$ cat src/rtl/score_counter_if.sv
// Signal bundle between the game-state pulse sources and the score engine.
// The slave side is the score_counter; the master side drives the pulses and reads the score.
interface score_counter_if #(
  parameter int unsigned DIGITS = 4
);
  logic                  i_game_tick;
  logic                  i_game_start_pulse;
  logic                  i_game_over_pulse;
  logic [4*DIGITS-1:0]   o_score_bcd;
  logic [4*DIGITS-1:0]   o_high_score_bcd;
  logic                  o_running;
  logic                  o_milestone_pulse;
  logic [2:0]            o_speed_level;

  modport master (
    output i_game_tick, i_game_start_pulse, i_game_over_pulse,
    input  o_score_bcd, o_high_score_bcd, o_running, o_milestone_pulse, o_speed_level
  );

  modport slave (
    input  i_game_tick, i_game_start_pulse, i_game_over_pulse,
    output o_score_bcd, o_high_score_bcd, o_running, o_milestone_pulse, o_speed_level
  );
endinterface

$ cat src/rtl/score_counter.sv
// BCD game-score engine with tick prescaler, 100-point milestones and speed level.
// Optional best-score register enabled by macro SCORE_HIGH_SCORE_EN.
module score_counter #(
  parameter int unsigned DIGITS          = 4,
  parameter int unsigned TICKS_PER_POINT = 6,
  parameter int unsigned SPEED_MAX       = 7
) (
  input  logic            clk,
  input  logic            rst,
  score_counter_if.slave  bus
);

  localparam int unsigned SW    = 4 * DIGITS;
  localparam bit          MS_EN = (DIGITS >= 3);

  typedef enum logic [1:0] {S_IDLE, S_RUN, S_OVER} state_e;

  state_e          state_q, state_d;
  logic [SW-1:0]   score_q, score_d;
  logic [7:0]      presc_q, presc_d;
  logic            ms_q, ms_d;
  logic [2:0]      speed_q, speed_d;
  logic            running_q, running_d;

  logic [SW-1:0]   inc_score;
  logic            sat;
  logic            low_roll;

  // Ripple-carry BCD increment; a carry out of the top digit means all-9s.
  always_comb begin : bcd_inc
    logic       carry;
    logic [3:0] dig;
    inc_score = score_q;
    carry     = 1'b1;
    low_roll  = 1'b1;
    dig       = 4'd0;
    for (int i = 0; i < int'(DIGITS); i++) begin
      dig = score_q[4*i +: 4];
      if (i < 2 && dig != 4'd9) low_roll = 1'b0;
      if (carry) begin
        if (dig == 4'd9) begin
          inc_score[4*i +: 4] = 4'd0;
        end else begin
          inc_score[4*i +: 4] = 4'(dig + 4'd1);
          carry               = 1'b0;
        end
      end
    end
    sat = carry;
  end

`ifdef SCORE_HIGH_SCORE_EN
  logic [SW-1:0] hs_q, hs_d;
`endif

  always_comb begin
    state_d = state_q;
    score_d = score_q;
    presc_d = presc_q;
    ms_d    = 1'b0;
    speed_d = speed_q;
`ifdef SCORE_HIGH_SCORE_EN
    hs_d    = hs_q;
`endif
    unique case (state_q)
      S_IDLE, S_OVER: begin
        if (bus.i_game_start_pulse) begin
          state_d = S_RUN;
          score_d = '0;
          presc_d = 8'd0;
          speed_d = 3'd0;
        end
      end
      S_RUN: begin
        // Crash takes priority over both a coincident start and tick.
        if (bus.i_game_over_pulse) begin
          state_d = S_OVER;
`ifdef SCORE_HIGH_SCORE_EN
          if (score_q > hs_q) hs_d = score_q;
`endif
        end else if (bus.i_game_tick) begin
          if (presc_q == 8'(TICKS_PER_POINT - 1)) begin
            presc_d = 8'd0;
            if (!sat) begin
              score_d = inc_score;
              if (MS_EN && low_roll) begin
                ms_d = 1'b1;
                if (speed_q < 3'(SPEED_MAX)) speed_d = 3'(speed_q + 3'd1);
              end
            end
          end else begin
            presc_d = 8'(presc_q + 8'd1);
          end
        end
      end
      default: state_d = S_IDLE;
    endcase
    running_d = (state_d == S_RUN);
  end

  always_ff @(posedge clk) begin
    if (rst) begin
      state_q   <= S_IDLE;
      score_q   <= '0;
      presc_q   <= 8'd0;
      ms_q      <= 1'b0;
      speed_q   <= 3'd0;
      running_q <= 1'b0;
`ifdef SCORE_HIGH_SCORE_EN
      hs_q      <= '0;
`endif
    end else begin
      state_q   <= state_d;
      score_q   <= score_d;
      presc_q   <= presc_d;
      ms_q      <= ms_d;
      speed_q   <= speed_d;
      running_q <= running_d;
`ifdef SCORE_HIGH_SCORE_EN
      hs_q      <= hs_d;
`endif
    end
  end

  assign bus.o_score_bcd       = score_q;
  assign bus.o_running         = running_q;
  assign bus.o_milestone_pulse = ms_q;
  assign bus.o_speed_level     = speed_q;
`ifdef SCORE_HIGH_SCORE_EN
  assign bus.o_high_score_bcd  = hs_q;
`else
  assign bus.o_high_score_bcd  = '0;
`endif

endmodule

$ cat src/flat_wrapper.sv
// flat-port wrapper written by rule: the top's interface ports become plain ports
module score_counter_flat 
#(
  parameter int unsigned DIGITS          = 4,
  parameter int unsigned TICKS_PER_POINT = 6,
  parameter int unsigned SPEED_MAX       = 7
)
  (clk, rst, bus_i_game_tick, bus_i_game_start_pulse, bus_i_game_over_pulse, bus_o_score_bcd, bus_o_high_score_bcd, bus_o_running, bus_o_milestone_pulse, bus_o_speed_level);
  score_counter_if #(.DIGITS(DIGITS)) bus_i ();
  input  logic clk;
  input  logic rst;
  input wire logic [$bits(bus_i.i_game_tick)-1:0] bus_i_game_tick;
  input wire logic [$bits(bus_i.i_game_start_pulse)-1:0] bus_i_game_start_pulse;
  input wire logic [$bits(bus_i.i_game_over_pulse)-1:0] bus_i_game_over_pulse;
  output wire logic [$bits(bus_i.o_score_bcd)-1:0] bus_o_score_bcd;
  output wire logic [$bits(bus_i.o_high_score_bcd)-1:0] bus_o_high_score_bcd;
  output wire logic [$bits(bus_i.o_running)-1:0] bus_o_running;
  output wire logic [$bits(bus_i.o_milestone_pulse)-1:0] bus_o_milestone_pulse;
  output wire logic [$bits(bus_i.o_speed_level)-1:0] bus_o_speed_level;
  assign bus_i.i_game_tick = bus_i_game_tick;
  assign bus_i.i_game_start_pulse = bus_i_game_start_pulse;
  assign bus_i.i_game_over_pulse = bus_i_game_over_pulse;
  assign bus_o_score_bcd = bus_i.o_score_bcd;
  assign bus_o_high_score_bcd = bus_i.o_high_score_bcd;
  assign bus_o_running = bus_i.o_running;
  assign bus_o_milestone_pulse = bus_i.o_milestone_pulse;
  assign bus_o_speed_level = bus_i.o_speed_level;
  score_counter #(.DIGITS(DIGITS), .TICKS_PER_POINT(TICKS_PER_POINT), .SPEED_MAX(SPEED_MAX)) u_core (.clk(clk), .rst(rst), .bus(bus_i));
endmodule
$ cat config.mk
export PLATFORM = sky130hd
export DESIGN_NAME = score_counter_flat
export DESIGN_NICKNAME = d
export VERILOG_FILES = /design/src/rtl/score_counter_if.sv /design/src/rtl/score_counter.sv /design/src/flat_wrapper.sv
export SDC_FILE = /design/constraint.sdc
export NUM_CORES = 1
export LEC_CHECK = 0
export CORE_MARGIN = 2
export CORE_UTILIZATION = 50
export CTS_CLUSTER_SIZE = 10
export DETAILED_ROUTE_END_ITERATION = 7
export GPL_ROUTABILITY_DRIVEN = 0
export PLACE_DENSITY_LB_ADDON = 0.25
export SETUP_SLACK_MARGIN = 0.1
export SLEW_MARGIN = 0
export SYNTH_ARGS = -nofsm -noshare
export SYNTH_HDL_FRONTEND = slang
export SYNTH_SLANG_ARGS = --single-unit
$ cat constraint.sdc
create_clock -name clk -period 2.69 [get_ports clk]
set_clock_uncertainty 0.15 [all_clocks]
set_input_delay 0.538 -clock clk [delete_from_list [all_inputs] [get_ports clk]]
set_output_delay 0.538 -clock clk [all_outputs]
set_load 0.03 [all_outputs]
==> metrics.csv <==
stage,metric,value,unit
synth,synth_top_cells_by_area,"dfxtp_1, ha_1, buf_4, nor2_1, nand3_1",
grt,grt_overflow_total,0,
place,io_buffers,25,
job,drv_cap,0,
die,die_y,65.6,µm
grt,grt_pass1_wl,6490,µm
die,core_area,3660,µm²
sta,rsz0062_at_grt,false,
synth,synth_top_flop_cell,dfxtp_1,
worst_setup_path,cp_max_fo,6,
synth,synth_top_area_share,32.7,%
grt,grt_pass1_vias,1362,
die,die_w,65.6,µm
pwr,p_clk_share,37.6,%
cts,post_cts_buffers,0,
synth,ys_seq_area_share,32.7,%
worst_setup_path,critPathCaptureType,flip-flop,
worst_setup_path,cp.required,2.77,ns
sta,max_freq,417,MHz
synth,syn-cell-area,1900,µm²
grt,grt_use_met3,4.62,%
routing,route.vias.total,1617,
pwr,cellPowerDensity,444,nW/µm²
sta,slew_viol_final,0,
grt,track_usage,20.0,%
pwr,p_sw,0.000280,W
grt,antenna_found_initial,0,
cts,cts_root_buf,clkbuf_8,
routing,routed_wl,4040,µm
die,io_pins,42,
cts,cts-hold-fix-buffers,0,
cts,clk_pin_slew,0.07,ns
pwr,internal_power,0.000714,W
final_layout,final_cell_mix,"dfxtp_1, clkdlybuf4s50_1, nor2_1",
synth,synth_edf_count,0,
worst_setup_path,path_class,flip-flop to flip-flop,
grt,grt.busiest_layer,met2,
worst_setup_path,worstPathArrival,2.48,ns
routing,drc,0,
grt,gr-usage-met1,27.3,%
die,die_area,4300,µm²
cts,cts_sinks,31,
grt,gr-usage-met2,29.8,%
cts,clock_latency,0.29,ns
cts,cts_buffer_depth,2,
outcome,outcome,"finished, final reports clean",
routing,routedWlPerCell,13.5,µm
die,row_count,22,
sta,fin_crit_sh,89.1,%
final_layout,areaGrowthSynthToFinish,17.9,%
synth,yosysTopAreaCell,dfxtp_1,
cts,cts_resized,0,
min_path,worstHoldPathType,flip-flop to flip-flop,
final_layout,drive_gt1_share,11.2,%
final_layout,final_common_cell,dfxtp_1,
synth,synth.avg_cell_area,8.67,µm²
cts,cts_buffers,5,
die,initial_core_util,51.8,%
grt,grt_max_degree,17,
synth,netlist_instances,219,
routing,drt_iter0_drc,96,
place,dpl.hpwl,2920,µm
routing,antenna_left,0,
cts,cts_tree,built,
sta,hold_viol,0,
worst_setup_path,crit_path_start_kind,flip-flop,
final_layout,antenna_cells,0,
pwr,combPwrFrac,14.6,%
sta,tns,0,ns
final_layout,final_util,61.1,%
synth,synth_cell_type_count,53,
routing,viasPerCell,5.41,
cts,cts_htree_levels,2,
pwr,switching_share,28.2,%
pwr,ir_drop,0.270,mV
sta,min_period,2.40,ns
sta,finalSetupViolations,0,
final_layout,nNetsFinal,267,
synth,synthArstFlopShare,0,%
pwr,seqPwrFrac,47.8,%
synth,synth_seq_cells,31,
routing,drt_first_pass_iters,4,
pwr,leakagePower,0.856,nW
synth,yosysWarnings,0,
==> final timing paths <==
path                                          start                                       to  slack (ns)  cells past startpoint
min          u_core.bus.o_score_bcd[5]$_SDFFE_PP0P_   u_core.bus.o_score_bcd[5]$_SDFFE_PP0P_        0.37                      2
min reg2reg  u_core.bus.o_score_bcd[5]$_SDFFE_PP0P_   u_core.bus.o_score_bcd[5]$_SDFFE_PP0P_        0.37                      2
max reg2reg          u_core.presc_q[0]$_SDFFE_PP0P_  u_core.bus.o_score_bcd[12]$_SDFFE_PP0P_        0.29                      6
max                  u_core.presc_q[0]$_SDFFE_PP0P_  u_core.bus.o_score_bcd[12]$_SDFFE_PP0P_        0.29                      6
==> metrics by stage <==
stage               setup WS, ns  hold WS (ns)  area (µm²)  std cells  total power [W]
floorplan                  0.413         0.336        1950        234         0.000610
global placement          0.0605         0.344        2150        292         0.000629
detailed placement        0.0229         0.356        2150        292         0.000630
CTS                        0.313         0.365        2240        299         0.000998
global route               0.150         0.391        2240        299          0.00103
finish                     0.293         0.366        2240        299         0.000994
==> cell families after synthesis <==
logic type / count (synthesis) / synth area share, %
and+or+nand+nor: 92 / 27.4
xor gates and xnor gates: 7 / 3.23
other: 1 / 0.198
muxes: 3 / 1.58
DFF: 31 / 32.7
adders and majority gates: 11 / 7.25
AOI/OAI and AO/OA: 42 / 16.6
buffers and inverters: 32 / 11.0
==> synth_stat cells (all sizes together) (4+ instances only) <==
cell type,number
nor2,24
nand3,13
o21ai,9
dfxtp,31
nand4,4
nand3b,5
buf,17
nand2,17
a21oi,10
inv,9
ha,11
xor2,4
a211oi,7
clkbuf,5
==> power by group through the flow <==
| stage | clock network, W | registers [W] | logic (W) |
|---|---|---|---|
| floorplan | 0 | 0.000489 | 0.000121 |
| global placement | 0 | 0.000485 | 0.000144 |
| detailed placement | 0 | 0.000485 | 0.000145 |
| CTS | 0.000377 | 0.000475 | 0.000145 |
| global route | 0.000396 | 0.000476 | 0.000158 |
| finish | 0.000374 | 0.000475 | 0.000145 |
==> layer usage <==
metal / up-vias / wire [µm] / share of wire [%]
met1: 744 / 1990 / 49
met4: 0 / 95 / 2.3
met2: 45 / 1730 / 43
met3: 10 / 226 / 5.6
met5: - / 0 / 0
li1: 818 / - / -
==> flip-flops by register name, summed over array words and instances (netlist names) <==
| name | flops |
|---|---|
| u_core.state_q | 2 |
| u_core.bus.o_speed_level | 3 |
| u_core.bus.o_milestone_pulse | 1 |
| u_core.presc_q | 8 |
| u_core.bus.o_running | 1 |
| u_core.bus.o_score_bcd | 16 |
==> worst max-delay path, stage by stage, from the launching register on <==
cell and delay [ns]:
dfxtp_1 0.42, ha_1 0.18, or4b_4 0.49, a211oi_4 0.27, a21oi_2 0.14, or4_1 0.53, a21oi_1 0.15
==> layout make-up <==
cell class	instances	area [µm²]
Inverter	9	33.8
Fill cell	345	1420
Clock inverter	1	5.00
Clock buffer	6	82.6
Sequential cell	31	621
Tap cell	48	60.1
Multi-Input combinational cell	171	1120
Timing Repair Buffer	33	310
Power figures use the tool's default switching activity.
==> edit 1, RTL diff (same flow settings) <==
`TICKS_PER_POINT` is set to 6 in 2 places; all go to 4.
--- a/src/rtl/score_counter.sv
+++ b/src/rtl/score_counter.sv
@@ -4,3 +4,3 @@
   parameter int unsigned DIGITS          = 4,
-  parameter int unsigned TICKS_PER_POINT = 6,
+  parameter int unsigned TICKS_PER_POINT = 4,
   parameter int unsigned SPEED_MAX       = 7
--- a/src/flat_wrapper.sv
+++ b/src/flat_wrapper.sv
@@ -4,3 +4,3 @@
   parameter int unsigned DIGITS          = 4,
-  parameter int unsigned TICKS_PER_POINT = 6,
+  parameter int unsigned TICKS_PER_POINT = 4,
   parameter int unsigned SPEED_MAX       = 7
Function: changed (Yosys sat finds a counterexample within 10 cycles, from zero or initial values and one cycle with rst high).
==> edit 1 against the original RTL <==
- sequential cell count unchanged
- final area down 1.1%
- power down 4.9%
- hold slack worse by 0.028 ns
- worst setup slack better by 0.11 ns
- area after synthesis down 2.5%
- global-route usage up 1.2 points
- wire length down 1.6%
- critical path type is now in -> reg
- critical endpoint unchanged
==> edit 1: results (changes against the original RTL) <==
[layout]
layout.nets = 266  ; was 267
final_cells = 298  ; was 299
drive_above_1_share_pct = 10.4  ; was 11.2%
fill_cells = 352  ; was 345
insertedDiodeCount = 0  ; unchanged

[clock_network]
clock_latency_ns = 0.28
cts_buffer_depth = 2  ; unchanged

[run_status]
outcome = completed  ; unchanged

[placed_design]
dpl.hpwl_um = 2910  ; was 2920 µm
place_area_mm2 = 0.00214  ; was 0.00215 mm²

[timing]
whs_ns = 0.338  ; was 0.366 ns
tightestPinTransition_ns = 0.549

[synth]
ys_types = 52  ; was 53
synth.area.top_cells = dfxtp_1 (34%), ha_1 (6.8%), buf_4 (6.5%)  ; was dfxtp_1 (33%), ha_1 (7.3%), buf_4 (6.7%)
synth_seq_area_share_pct = 33.5  ; was 32.7%
synth_cells = 217  ; was 219
yosys-top-cells-count = dfxtp_1 (31), nor2_1 (23), nand2_1 (21)  ; was dfxtp_1 (31), nor2_1 (24), buf_4 (17), nand2_1 (17), nand3_1 (13)

[power_and_ir_drop]
p_leak_nw = 0.819  ; was 0.856 nW
p_sw_share_pct = 27.7  ; was 28.2%
clkPwrFrac_pct = 34.7  ; was 37.6%
vdd_ir_drop_max_mv = 0.385  ; was 0.270 mV

[global_routing]
grt_pass1_wl_um = 6870  ; was 6490 µm
grt_pass1_vias = 1497  ; was 1362
grt_max_degree = 11  ; was 17
grt_use_total_pct = 21.2  ; was 20.0%

[critical_path]
r2r_slack_ns = 0.45  ; was 0.29 ns
cp_max_fo = 4  ; was 6
reg2reg_to = u_core.bus.o_score_bcd[7]$_SDFFE_PP0P_  ; was u_core.bus.o_score_bcd[12]$_SDFFE_PP0P_
worstRegToRegCells = 7  ; was 6
arrival_ns = 2.37  ; was 2.48 ns
r2r-start = u_core.presc_q[0]$_SDFFE_PP0P_  ; unchanged

[hold_path]
hold_end = u_core.presc_q[1]$_SDFFE_PP0P_  ; was u_core.bus.o_score_bcd[5]$_SDFFE_PP0P_
worstHoldStart = u_core.presc_q[1]$_SDFFE_PP0P_  ; was u_core.bus.o_score_bcd[5]$_SDFFE_PP0P_
hold_depth = 2  ; unchanged

[route]
vias = 1621  ; was 1617
drtIter0Drc = 110  ; was 96
wl_um = 3980  ; was 4040 µm

[edit 1: cell types whose count changed in the layout (fill, tap and decap cells not counted), sizes merged, moves of 2 or more]
| cell | delta |
|---|---|
| a311oi | +2 |
| a211oi | -3 |
| nand4 | -2 |
| inv | -3 |
| nor3 | +5 |
| a31oi | +3 |
| or4 | -3 |
| a22o | -2 |
| o21a | +2 |
| nand2 | +5 |
| or2 | +2 |
[edit 1: metal layers]
layer | track usage [%] | vias up | routed length (µm)
li1 | - | 807 | -
met1 | 27.4 | 748 | 1830
met2 | 32.5 | 57 | 1750
met3 | 6.77 | 9 | 313
met4 | 9.04 | 0 | 79
met5 | 0 | - | 0
[edit 1: how the worst max path moves through the flow]
stage	start	endpoint
final	bus_i_game_over_pulse	u_core.bus.o_score_bcd[12]$_SDFFE_PP0P_
after global routing	bus_i_game_over_pulse	u_core.bus.o_score_bcd[12]$_SDFFE_PP0P_
after CTS	bus_i_game_over_pulse	u_core.bus.o_score_bcd[3]$_SDFFE_PP0P_
after detailed placement	bus_i_game_over_pulse	u_core.bus.o_score_bcd[11]$_SDFFE_PP0P_
after global placement	bus_i_game_over_pulse	u_core.bus.o_score_bcd[12]$_SDFFE_PP0P_
after floorplan	u_core.bus.o_score_bcd[4]$_SDFFE_PP0P_	u_core.bus.o_score_bcd[13]$_SDFFE_PP0P_
[edit 1: through the flow]
step | util, % | setup WS, ns
2_1_floorplan | - | 0.444
6_report | 61.3 | 0.401
3_5_place_dp | 59.3 | 0.152
3_3_place_gp | 59.3 | 0.170
5_1_grt | 61.3 | 0.283
4_1_cts | 61.3 | 0.438
[edit 1: logic make-up after synthesis]
logic type	synth area share, %
simple gates	27.9
compound gates	16.2
flops	33.5
buf+inv	9.06
fa+ha+maj	6.76
xor+xnor	3.31
mux	2.97
other cells	0.203
[edit 1: critical path: stages]
cell             delay (ns)
clkdlybuf4s50_1        0.45
nand4bb_1              0.25
a211oi_1               0.36
a21boi_0               0.27
nor4_1                 0.35
a31o_2                 0.15
[edit 1: final cells by class]
type / instances / area (µm²) / area share (%)
multi-input combinational: 173 / 1120 / 50.6
sequential: 31 / 621 / 28.1
timing repair buffer: 34 / 318 / 14.4
clock buffer: 6 / 72.6 / 3.28
tap: 48 / 60.1 / 2.71
inverter: 6 / 22.5 / 1.02
[edit 1: power groups by stage]
| stage | logic (W) | registers (W) | clock network [W] |
|---|---|---|---|
| finish | 0.000145 | 0.000472 | 0.000328 |
| global route | 0.000159 | 0.000473 | 0.000357 |
| CTS | 0.000145 | 0.000472 | 0.000340 |
| global placement | 0.000143 | 0.000482 | 0 |
| detailed placement | 0.000144 | 0.000482 | 0 |
| floorplan | 0.000117 | 0.000486 | 0 |
==> edit 2, RTL diff (same flow settings) <==
Made on the original files. Encoding of `state_e`: now one-hot (3 bits for 3 states).
--- a/src/rtl/score_counter.sv
+++ b/src/rtl/score_counter.sv
@@ -15,3 +15,3 @@
 
-  typedef enum logic [1:0] {S_IDLE, S_RUN, S_OVER} state_e;
+  typedef enum logic [2:0] {S_IDLE = 3'b001, S_RUN = 3'b010, S_OVER = 3'b100} state_e;
 
Function: same outputs for any inputs over 10 cycles, from zero or initial values and one cycle with rst high; not proved beyond that.
==> edit 2 against the original RTL <==
- worst setup slack got worse by 0.059 ns
- largest power group unchanged
- global-route usage increased by 0.050 points
- sequential cell count increased by 1
- power decreased by 2.1%
- area after synthesis increased by 1.1%
- fmax decreased by 2.4%
- non-clock buffer count decreased by 1
- wire length increased by 1.2%
- via count increased by 6.7%
- final area increased by 2.3%
- hold slack improved by 0.012 ns
==> edit 2: results (changes against the original RTL) <==
[run_status]
outcome = completed  ; unchanged

[layout]
drive_above_1_share_pct = 7.63  ; was 11.2%
nClkBuffers = 8  ; was 6
multiInputGateArea_mm2 = 0.00115  ; was 0.00112 mm²
buffer_area_share_pct = 13.2  ; was 13.9%
clk_share_pct = 3.93  ; was 3.91%
n_all_buffers = 32  ; was 33
fill_cells = 339  ; was 345
final_cells = 310  ; was 299

[route]
wl_per_cell_um = 13.2  ; was 13.5 µm
vias = 1726  ; was 1617
met2_length_um = 1760  ; was 1730 µm
drtIter0Drc = 86  ; was 96
met3_length_um = 206  ; was 226 µm
met1_length_um = 2070  ; was 1990 µm

[synth]
synth_xor_xnor_area_share_pct = 3.20  ; was 3.23%
synthMuxAreaShare_pct = 2.09  ; was 1.58%
ys_types = 48  ; was 53
synth_adder_area_share_pct = 7.18  ; was 7.25%
yosys-top-cells-count = dfxtp_1 (32), nor2_1 (26), nand2_1 (17)  ; was dfxtp_1 (31), nor2_1 (24), buf_4 (17), nand2_1 (17), nand3_1 (13)

[critical_path]
arrival_ns = 2.46  ; was 2.48 ns
reg2reg_to = u_core.bus.o_score_bcd[15]$_SDFFE_PP0P_  ; was u_core.bus.o_score_bcd[12]$_SDFFE_PP0P_
worstRegToRegCells = 7  ; was 6

[clock_network]
clock-sinks = 32  ; was 31

[placed_design]
dpl.hpwl_um = 3020  ; was 2920 µm
place_area_mm2 = 0.00219  ; was 0.00215 mm²

[global_routing]
grt_use_total_pct = 20.0  ; about the same
grt_max_degree = 14  ; was 17

[hold_path]
worstHoldStart = u_core.presc_q[7]$_SDFFE_PP0P_  ; was u_core.bus.o_score_bcd[5]$_SDFFE_PP0P_

edit 2: cell count changes after synthesis, moves of 3 or more:
cell / before / now
nand3_1: 13 / 6
nor3_1: 2 / 7
a211oi_1: 5 / 1
a311oi_1: 0 / 4
and3b_1: 1 / 5
a22oi_1: 1 / 4
edit 2: power by group through the flow:
stage               Sequential, W  Clock [W]  Combinational [W]
finish                   0.000481   0.000382           0.000110
global route             0.000482   0.000417           0.000120
CTS                      0.000481   0.000391           0.000109
detailed placement       0.000492          0           0.000109
global placement         0.000492          0           0.000108
floorplan                0.000493          0          0.0000938
edit 2: worst max-delay path, stage by stage, from the launching register on:
cell      delay, ns
dfxtp_1        0.40
ha_1           0.19
or4b_4         0.51
nor4_4         0.28
o211ai_2       0.14
buf_4          0.18
o311ai_0       0.35
o31ai_1        0.12
edit 2: routing by layer:
metal | vias to the layer above | track usage [%]
met5 | - | 0
met4 | 0 | 8.16
met1 | 804 | 28.6
met2 | 49 | 28.9
met3 | 7 | 4.60
li1 | 866 | -
